--- src/rtl/sha256_msg_schedule.sv ---
// SHA-256 message schedule: loads a 16-word block, then streams (W_t, K_t)
// for rounds 0..63 with the K-ROM address run one step ahead of the pair.
module sha256_msg_schedule (
    input  logic        clk,
    input  logic        rst_n,
    input  logic        start,
    input  logic        in_valid,
    input  logic [31:0] in_word,
    output logic        in_ready,
    output logic [5:0]  k_addr,
    input  logic [31:0] k_in,
    output logic        round_valid,
    input  logic        round_ready,
    output logic [5:0]  round_idx,
    output logic [31:0] w_out,
    output logic [31:0] k_out,
    output logic        done
);

    typedef enum logic [1:0] {
        S_IDLE,
        S_LOAD,
        S_PRIME,
        S_RUN
    } state_t;

    state_t      r_state;
    state_t      w_next;
    logic [31:0] r_win [16];
    logic [3:0]  r_cnt;
    logic [5:0]  r_t;
    logic        r_done;

    logic        w_load_acc;
    logic        w_round_acc;
    logic [31:0] w_new;
    logic [5:0]  w_k_addr;

    function automatic logic [31:0] sig0(input logic [31:0] x);
        return {x[6:0], x[31:7]} ^ {x[17:0], x[31:18]} ^ {3'b000, x[31:3]};
    endfunction

    function automatic logic [31:0] sig1(input logic [31:0] x);
        return {x[16:0], x[31:17]} ^ {x[18:0], x[31:19]} ^ {10'd0, x[31:10]};
    endfunction

    assign w_load_acc  = (r_state == S_LOAD) && in_valid;
    assign w_round_acc = (r_state == S_RUN) && round_ready;
    assign w_new       = sig1(r_win[14]) + r_win[9] + sig0(r_win[1]) + r_win[0];

    always_comb begin
        w_next = r_state;
        unique case (r_state)
            S_IDLE:  if (start) w_next = S_LOAD;
            S_LOAD:  if (w_load_acc && (r_cnt == 4'd15)) w_next = S_PRIME;
            S_PRIME: w_next = S_RUN;
            S_RUN:   if (w_round_acc && (r_t == 6'd63)) w_next = S_IDLE;
        endcase
    end

    // Address leads by one so the registered ROM output lines up with w[0]
    always_comb begin
        w_k_addr = 6'd0;
        if (r_state == S_RUN) begin
            w_k_addr = w_round_acc ? (r_t + 6'd1) : r_t;
        end
    end

    always_ff @(posedge clk or negedge rst_n) begin
        if (!rst_n) begin
            r_state <= S_IDLE;
            r_cnt   <= 4'd0;
            r_t     <= 6'd0;
            r_done  <= 1'b0;
        end else begin
            r_state <= w_next;
            r_done  <= w_round_acc && (r_t == 6'd63);
            if (w_load_acc) begin
                r_cnt <= r_cnt + 4'd1;
            end
            if (w_round_acc) begin
                r_t <= r_t + 6'd1;
            end
        end
    end

    always_ff @(posedge clk or negedge rst_n) begin
        if (!rst_n) begin
            for (int i = 0; i < 16; i++) begin
                r_win[i] <= 32'd0;
            end
        end else if (w_load_acc) begin
            for (int i = 0; i < 15; i++) begin
                r_win[i] <= r_win[i+1];
            end
            r_win[15] <= in_word;
        end else if (w_round_acc) begin
            for (int i = 0; i < 15; i++) begin
                r_win[i] <= r_win[i+1];
            end
            r_win[15] <= w_new;
        end
    end

    assign in_ready    = (r_state == S_LOAD);
    assign round_valid = (r_state == S_RUN);
    assign round_idx   = r_t;
    assign w_out       = r_win[0];
    assign k_out       = k_in;
    assign k_addr      = w_k_addr;
    assign done        = r_done;

endmodule

--- config.mk ---
export PLATFORM = sky130hd
export DESIGN_NAME = sha256_msg_schedule
export DESIGN_NICKNAME = d
export VERILOG_FILES = /design/src/rtl/sha256_msg_schedule.sv
export SDC_FILE = /design/constraint.sdc
export NUM_CORES = 1
export LEC_CHECK = 0
export BUFFER_PORTS_ARGS = -buffer_cell sky130_fd_sc_hd__buf_2
export CORE_ASPECT_RATIO = 0.9
export CORE_MARGIN = 2
export CORE_UTILIZATION = 37
export CTS_BUF_LIST = sky130_fd_sc_hd__clkbuf_2 sky130_fd_sc_hd__clkbuf_4 sky130_fd_sc_hd__clkbuf_8
export DETAILED_ROUTE_END_ITERATION = 8
export GPL_TIMING_DRIVEN = 0
export PLACE_DENSITY = 0.54
export SKIP_CTS_REPAIR_TIMING = 1
export SLEW_MARGIN = 10
export SYNTH_ARGS = -nofsm -noshare
export SYNTH_HDL_FRONTEND = slang
export SYNTH_SLANG_ARGS = --single-unit
--- constraint.sdc ---
create_clock -name clk -period 11.8 [get_ports clk]
set_input_delay 0.59 -clock clk [delete_from_list [all_inputs] [get_ports clk]]
set_output_delay 0.59 -clock clk [all_outputs]
set_load 0.05 [all_outputs]
==> results of run 1 <==
==> worst max-delay path by stage <==
stage	from	endpoint	slack, ns	cells past startpoint
2_1_floorplan	r_win[50]	r_win[29]	7.65	19
4_1_cts	r_win[50]	r_win[29]	6.41	19
3_3_place_gp	rst_n	r_win[108]	-0.47	1
5_1_grt	r_win[50]	r_win[29]	5.99	19
3_5_place_dp	r_win[50]	r_win[29]	6.45	19
6_report	r_win[50]	r_win[29]	6.25	19
==> per-layer routing <==
metal | GRT usage [%] | vias up
met1 | 32.1 | 9098
met5 | 0 | -
li1 | - | 8838
met4 | 5.72 | 0
met3 | 5.02 | 96
met2 | 32.0 | 411
==> worst reg2reg max path: stages, from the launching register on <==
cell and delay, ns:
dfrtp_1 0.32, clkbuf_1 0.67, xor2_1 0.19, xnor2_1 0.26, fa_1 0.51, fa_1 0.56, inv_1 0.04, ha_1 0.20
inv_1 0.07, fa_1 0.17, and2b_1 0.21, o2111ai_1 0.29, a21boi_2 0.16, o211ai_1 0.41, o31ai_2 0.13, a221oi_1 0.49
o21ai_1 0.15, xor2_1 0.27, nand2_1 0.18, a31oi_1 0.19
==> cells in the mapped netlist (all sizes together) <==
| library cell | count | area share (%) |
|---|---|---|
| clkdlybuf4s50 | 1 | 0.046 |
| buf | 81 | 2.4 |
| a211oi | 1 | 0.031 |
| nor2 | 45 | 0.69 |
| a21boi | 1 | 0.046 |
| a41oi | 2 | 0.072 |
| or3 | 1 | 0.046 |
| nor2b | 2 | 0.051 |
| a22oi | 3 | 0.092 |
| o31ai | 2 | 0.082 |
| o2111ai | 1 | 0.036 |
| nand4 | 5 | 0.13 |
| or2 | 2 | 0.061 |
| dfrtp | 525 | 54 |
| o21bai | 3 | 0.092 |
| nor3 | 6 | 0.14 |
| a311oi | 1 | 0.061 |
| a2111oi | 1 | 0.036 |
| inv | 129 | 2.0 |
| and4 | 1 | 0.036 |
| o21a | 1 | 0.031 |
| a21oi | 57 | 1.2 |
| a211o | 1 | 0.036 |
| o32a | 1 | 0.041 |
| a221oi | 1 | 0.036 |
| clkbuf | 141 | 2.2 |
| fa | 62 | 5.1 |
| and3 | 3 | 0.077 |
| ha | 37 | 1.9 |
| a31oi | 10 | 0.26 |
| and2 | 7 | 0.18 |
| nand3 | 4 | 0.082 |
| o21ai | 116 | 2.4 |
| xor2 | 55 | 2.0 |
| or4 | 1 | 0.046 |
| and2b | 1 | 0.031 |
| nand2b | 4 | 0.10 |
| nand2 | 1326 | 20 |
| o211ai | 3 | 0.092 |
| xnor2 | 101 | 3.6 |
| a21o | 20 | 0.62 |
==> cell families (layout without fill, tap and decap cells) <==
group           count (synthesis)  after routing  synth area share [%]
flops                         525            525                  53.6
simple gates                 1408           1408                  22.0
fa+ha+maj                      99             99                  6.96
other cells                     0              3                     0
compound gates                225            225                  5.28
buf+inv                       352            628                  6.56
xor+xnor                      156            156                  5.58
==> cell type report <==
cell class / instances / area (sq um) / area share (%)
Timing Repair Buffer: 121 / 733 / 2.60
Clock buffer: 140 / 1730 / 6.14
Clock inverter: 15 / 175 / 0.621
Buffer: 223 / 1120 / 3.98
Inverter: 129 / 484 / 1.72
Antenna cell: 3 / 7.51 / 0.0266
Tap cell: 864 / 1080 / 3.83
Sequential cell: 525 / 13100 / 46.5
Multi-Input combinational cell: 1888 / 9750 / 34.5
==> sequential cells by signal, summed over array words and instances (netlist names) <==
| register | count |
|---|---|
| r_cnt | 4 |
| done | 1 |
| w_out | 32 |
| round_idx | 6 |
| r_state | 2 |
| r_win | 480 |
==> cell usage in the layout (no fill, tap or decap), drive strengths merged, types with 37 or more instances in the layout <==
master,n
nand2,1326
dfrtp,525
clkbuf,281
buf,201
inv,132
o21ai,116
xnor2,101
fa,62
a21oi,57
xor2,55
nor2,45
ha,37
==> metrics by stage <==
stage / area (sq um) / std cells
3_3_place_gp: 26200 / 3744
3_5_place_dp: 26300 / 3749
4_1_cts: 28200 / 3904
2_1_floorplan: 24500 / 2765
6_report: 28200 / 3908
5_1_grt: 28200 / 3907
==> flow_summary.toml, run 1 <==
[status]
status = "finished clean"

[clocking]
cts.path.max_buffers = 3
cts_root_buf = "clkbuf_8"
cts_tree = "built"
cts.sinks = 525
h-tree-depth = 3
clk-insertion-delay-late_ns = 0.70
clk_pin_slew_worst_paths_ns = 0.07
cts_buffers = 87

[place]
numPortBuffers = 115
place.gp.congestion = 0.924
pre_cts_ws_ns = 6.45
dp_hpwl_um = 55500

[detailed_routing]
highest_layer = "met4"
drt_pass1_iterations = 5
wire_per_inst_um = 18.5
drt-vias-per-instance = 4.72
drtIter0Drc = 1292
num_vias = 18443
met2_length_um = 31300
wirelength_um = 72400
drc = 0
met1_length_um = 35100
final_antenna_net_count = 0
wl_met3_um = 4290

[sta]
worst_slack_ns = 6.25
max_slew.worst_pin.slew_ns = 1.09
period_needed_ns = 5.55
hold_viol = 0
final.period_utilization_pct = 47.0
max_freq_mhz = 180
fin_worst_skew_ns = 0.0449
fin_tns_setup_ns = 0
setup_viol = 0
final-max-slew-violation-count = 0
slew_headroom_pct = 27.3
worst_hold_slack_ns = 0.102
rsz0062_at_grt = "false"

[grt]
track_usage_pct = 21.7
grt_pass1_wl_um = 111000
grt_antenna_before_repair = 2
grt_overflow = 0
grt_max_degree = 116
first_global_vias = 18490

[floorplanning]
start_util_pct = 37.4
fp.dieW_um = 275
dieArea_sq_mm = 0.0683
rows = 89
io-pin-count = 148
core-area_sq_mm = 0.0655
dieHeight_um = 248

[setup_path]
critical_path_class = "reg -> reg"
regToRegSetupSlack_ns = 6.25
rr_endpoint = "r_win[29]"
cp.required_ns = 12.42
endpoint_kind = "register"
path_cells = "clkbuf_1 -> xor2_1 -> xnor2_1 -> fa_1 -> fa_1 -> inv_1 -> ha_1 -> inv_1 -> fa_1 -> and2b_1 -> o2111ai_1 -> a21boi_2 -> o211ai_1 -> o31ai_2 -> a221oi_1 -> o21ai_1 -> xor2_1 -> nand2_1 -> a31oi_1"
arrival_ns = 6.17
reg2reg_from = "r_win[50]"
r2r_cells = 19
crit_path_start_kind = "register"
slowest_stage = "clkbuf_1"
crit_path_frequent_cell = "fa_1"
crit_buf_inv = 3
path_delay_family = "compound AO/OA/AOI/OAI gates"
slowest_delay_ns = 0.67
path_max_fanout = 5

[flow_run]
max-cap-violations = 0

[cells_and_area]
fin_nets = 3143
area_growth_pct = 15.2
fin_util_pct = 43.1
drive_above_1_share_pct = 12.1
fillCellCount = 6560

[yosys]
synth_seq_cells = 525
syn_area_per_cell_sq_um = 8.86
synth.distinct_cells = 51
syn-cell-area_sq_mm = 0.0245
yosysWarnings = 0
synthesis.instances = 2765
syn_nets = 2933
ys_seq_area_share_pct = 53.6

[worst_hold_path]
min_from = "in_word[11]"
hp-class = "in -> reg"
whs_endpoint = "r_win[11]"
hold-path-cell-count = 3
Power of run 1 is left out: the tool's default activity adds up to more than one toggle a clock period on the data nets, which glitch-free logic cannot reach.
==> inputs of run 2 (changes only) <==
--- a/config.mk
+++ b/config.mk
@@ -5,6 +5,7 @@
 export SDC_FILE = /design/constraint.sdc
 export NUM_CORES = 1
 export LEC_CHECK = 0
+export ABC_AREA = 1
 export BUFFER_PORTS_ARGS = -buffer_cell sky130_fd_sc_hd__buf_2
 export CORE_ASPECT_RATIO = 0.9
 export CORE_MARGIN = 2
==> constraint.sdc (replaced) <==
create_clock -name clk -period 5.36 [get_ports clk]
set_input_delay 0.268 -clock clk [delete_from_list [all_inputs] [get_ports clk]]
set_output_delay 0.268 -clock clk [all_outputs]
set_load 0.05 [all_outputs]
==> flow_summary.toml, run 2 <==
[yosys]
syn_area_per_cell_sq_um = 8.62
synthesis.instances = 2957
synth_ff_type = "dfrtp_1"
yosysMostFrequentCell = "nand2_1"
synth_edf_count = 0
syn_nets = 3125
synth_common_cells = "860 x nand2_1, 525 x dfrtp_1, 453 x inv_1, 441 x o21ai_0, 84 x buf_2"
synth_top_area_share_pct = 51.5
synth.distinct_cells = 33
synthTopCellsByArea = "dfrtp_1 52%, nand2_1 13%, o21ai_0 8.7%"
syn-cell-area_sq_mm = 0.0255
synthArstFlopShare_pct = 100
ys_seq_area_share_pct = 51.5
yosysWarnings = 0
synth_largest_area_cell = "dfrtp_1"
synth_seq_cells = 525

[sta]
max_slew.worst_pin.slew_ns = 0.746
hold_viol = 1
fin_worst_skew_ns = 0.0476
period_needed_ns = 4.46
slew_headroom_pct = 50.3
max_freq_mhz = 224
worst_slack_ns = 0.897
rsz0062_at_grt = "false"
worst_hold_slack_ns = -0.0126
final.period_utilization_pct = 83.3
setup_viol = 0
final-max-slew-violation-count = 0

[detailed_routing]
wirelength_um = 76100
drt-vias-per-instance = 4.61
wire_per_inst_um = 18.3
num_vias = 19145
drc = 0
drt_pass1_iterations = 5
drtIter0Drc = 1464
final_antenna_net_count = 0

[setup_path]
critical_path_class = "reg -> reg"
slowest_stage = "fa_1"
arrival_ns = 4.99
path_max_fanout = 5
slowest_delay_ns = 0.59
endpoint_kind = "register"
path_cells = "clkbuf_1 -> xnor2_1 -> xor2_1 -> fa_1 -> fa_1 -> inv_1 -> ha_1 -> inv_1 -> fa_1 -> inv_1 -> nand3_1 -> nand3_1 -> nand2_1 -> nand3_2 -> or2_0 -> a21oi_1 -> o21ai_0"
path_delay_family = "adder cells"
cp.required_ns = 5.88
crit_path_start_kind = "register"
crit_buf_inv = 4

[place]
place.gp.congestion = 0.924
numPortBuffers = 115
pre_cts_ws_ns = 0.968
dp_hpwl_um = 57800

[floorplanning]
dieHeight_um = 253
fp.dieW_um = 281
dieArea_sq_mm = 0.0710
io-pin-count = 148
start_util_pct = 37.3
rows = 91
core-area_sq_mm = 0.0683

[worst_hold_path]
hp-class = "in -> reg"

[grt]
grt_antenna_before_repair = 0
grt_overflow = 0
first_global_vias = 18930
grt_pass1_wl_um = 116000
grt_max_degree = 108
track_usage_pct = 21.9

[clocking]
cts_root_buf = "clkbuf_8"
h-tree-depth = 3
cts_buffers = 91
clk_pin_slew_worst_paths_ns = 0.06
cts.path.max_buffers = 3
clk-insertion-delay-late_ns = 0.70
cts.sinks = 525
cts_tree = "built"

[cells_and_area]
largest-register = "r_win"
multi_input_area_sq_mm = 0.00944
mostFrequentLayoutCell = "nand2_1"
seqCellArea_sq_mm = 0.0131
fillCellCount = 6898
diodes = 0
largest_reg_flops = 480
final_cell_mix = "860 x nand2_1, 525 x dfrtp_1, 453 x inv_1"
fin_nets = 3367
area_growth_pct = 16.0
drive_above_1_share_pct = 14.3

[status]
status = "finished with violations"
violations = "negative hold slack"

[flow_run]
max-cap-violations = 0
## run 2: cell types whose count changed after synthesis, sizes merged, moves of 18 or more
cell,change
nand2,-455
nand3,+52
inv,+326
o21ai,+346
a21oi,-35
nor2,+18
a21o,-19
clkbuf,-61
xnor2,-29
buf,+69
## run 2: path summary, 6_finish.rpt
check,endpoint,slack [ns],startpoint,depth (start not counted)
worst max-delay path,r_win[13],0.90,r_win[52],17
worst min-delay path,r_win[31],-0.01,in_word[31],5
worst max register to register,r_win[13],0.90,r_win[52],17
worst min register to register,r_cnt[3],0.47,r_cnt[3],1
max in group asynchronous,r_win[11],3.76,rst_n,4
min in group asynchronous,r_win[347],0.16,rst_n,2
## run 2: cell type report
type / count / area share, %
Clock inverter: 20 / 0.579
Inverter: 455 / 5.77
Sequential cell: 525 / 44.4
Buffer: 230 / 4.11
Multi-Input combinational cell: 1747 / 31.9
Timing Repair Buffer: 149 / 3.43
Clock buffer: 144 / 6.09
Tap cell: 883 / 3.73
## run 2: worst reg2reg max path, delay by kind of cell, from the launching register on
| family | cells | cell delay [ns] |
|---|---|---|
| xor+xnor | 2 | 0.57 |
| fa+ha+maj | 4 | 1.59 |
| buf+inv | 4 | 0.67 |
| flops | 1 | 0.32 |
| compound gates | 2 | 0.50 |
| simple gates | 5 | 0.69 |
## run 2: kinds of logic (layout without fill, tap and decap cells)
kind of cell,count (synthesis),after routing,synth area share (%)
flip-flops,525,525,51.5
XOR/XNOR,139,139,4.77
AO/OA/AOI/OAI,501,501,9.98
buffers and inverters,685,998,11.5
AND/OR/NAND/NOR,1008,1008,15.6
adder cells (fa/ha/maj),99,99,6.68
## run 2: per-layer routing
layer / share of wire [%] / wire, um / vias to the layer above / track usage, %
met1: 48 / 36900 / 9135 / 32.4
met3: 5.7 / 4300 / 108 / 4.27
met5: 0 / 0 / - / 0
met2: 43 / 33000 / 481 / 32.7
met4: 2.5 / 1910 / 0 / 6.10
li1: - / - / 9421 / -
## run 2: through the flow
| step | TNS (ns) | instance area (sq um) | instances | util, % |
|---|---|---|---|---|
| 4_1_cts | 0 | 29300 | 4124 | 42.9 |
| 2_1_floorplan | 0 | 25500 | 2957 | - |
| 6_report | 0 | 29600 | 4153 | 43.3 |
| 5_1_grt | 0 | 29600 | 4153 | 43.3 |
| 3_3_place_gp | -3736.60 | 27200 | 3955 | 39.8 |
| 3_5_place_dp | 0 | 27300 | 3960 | 40.0 |
Power of run 2 is left out for the same reason.
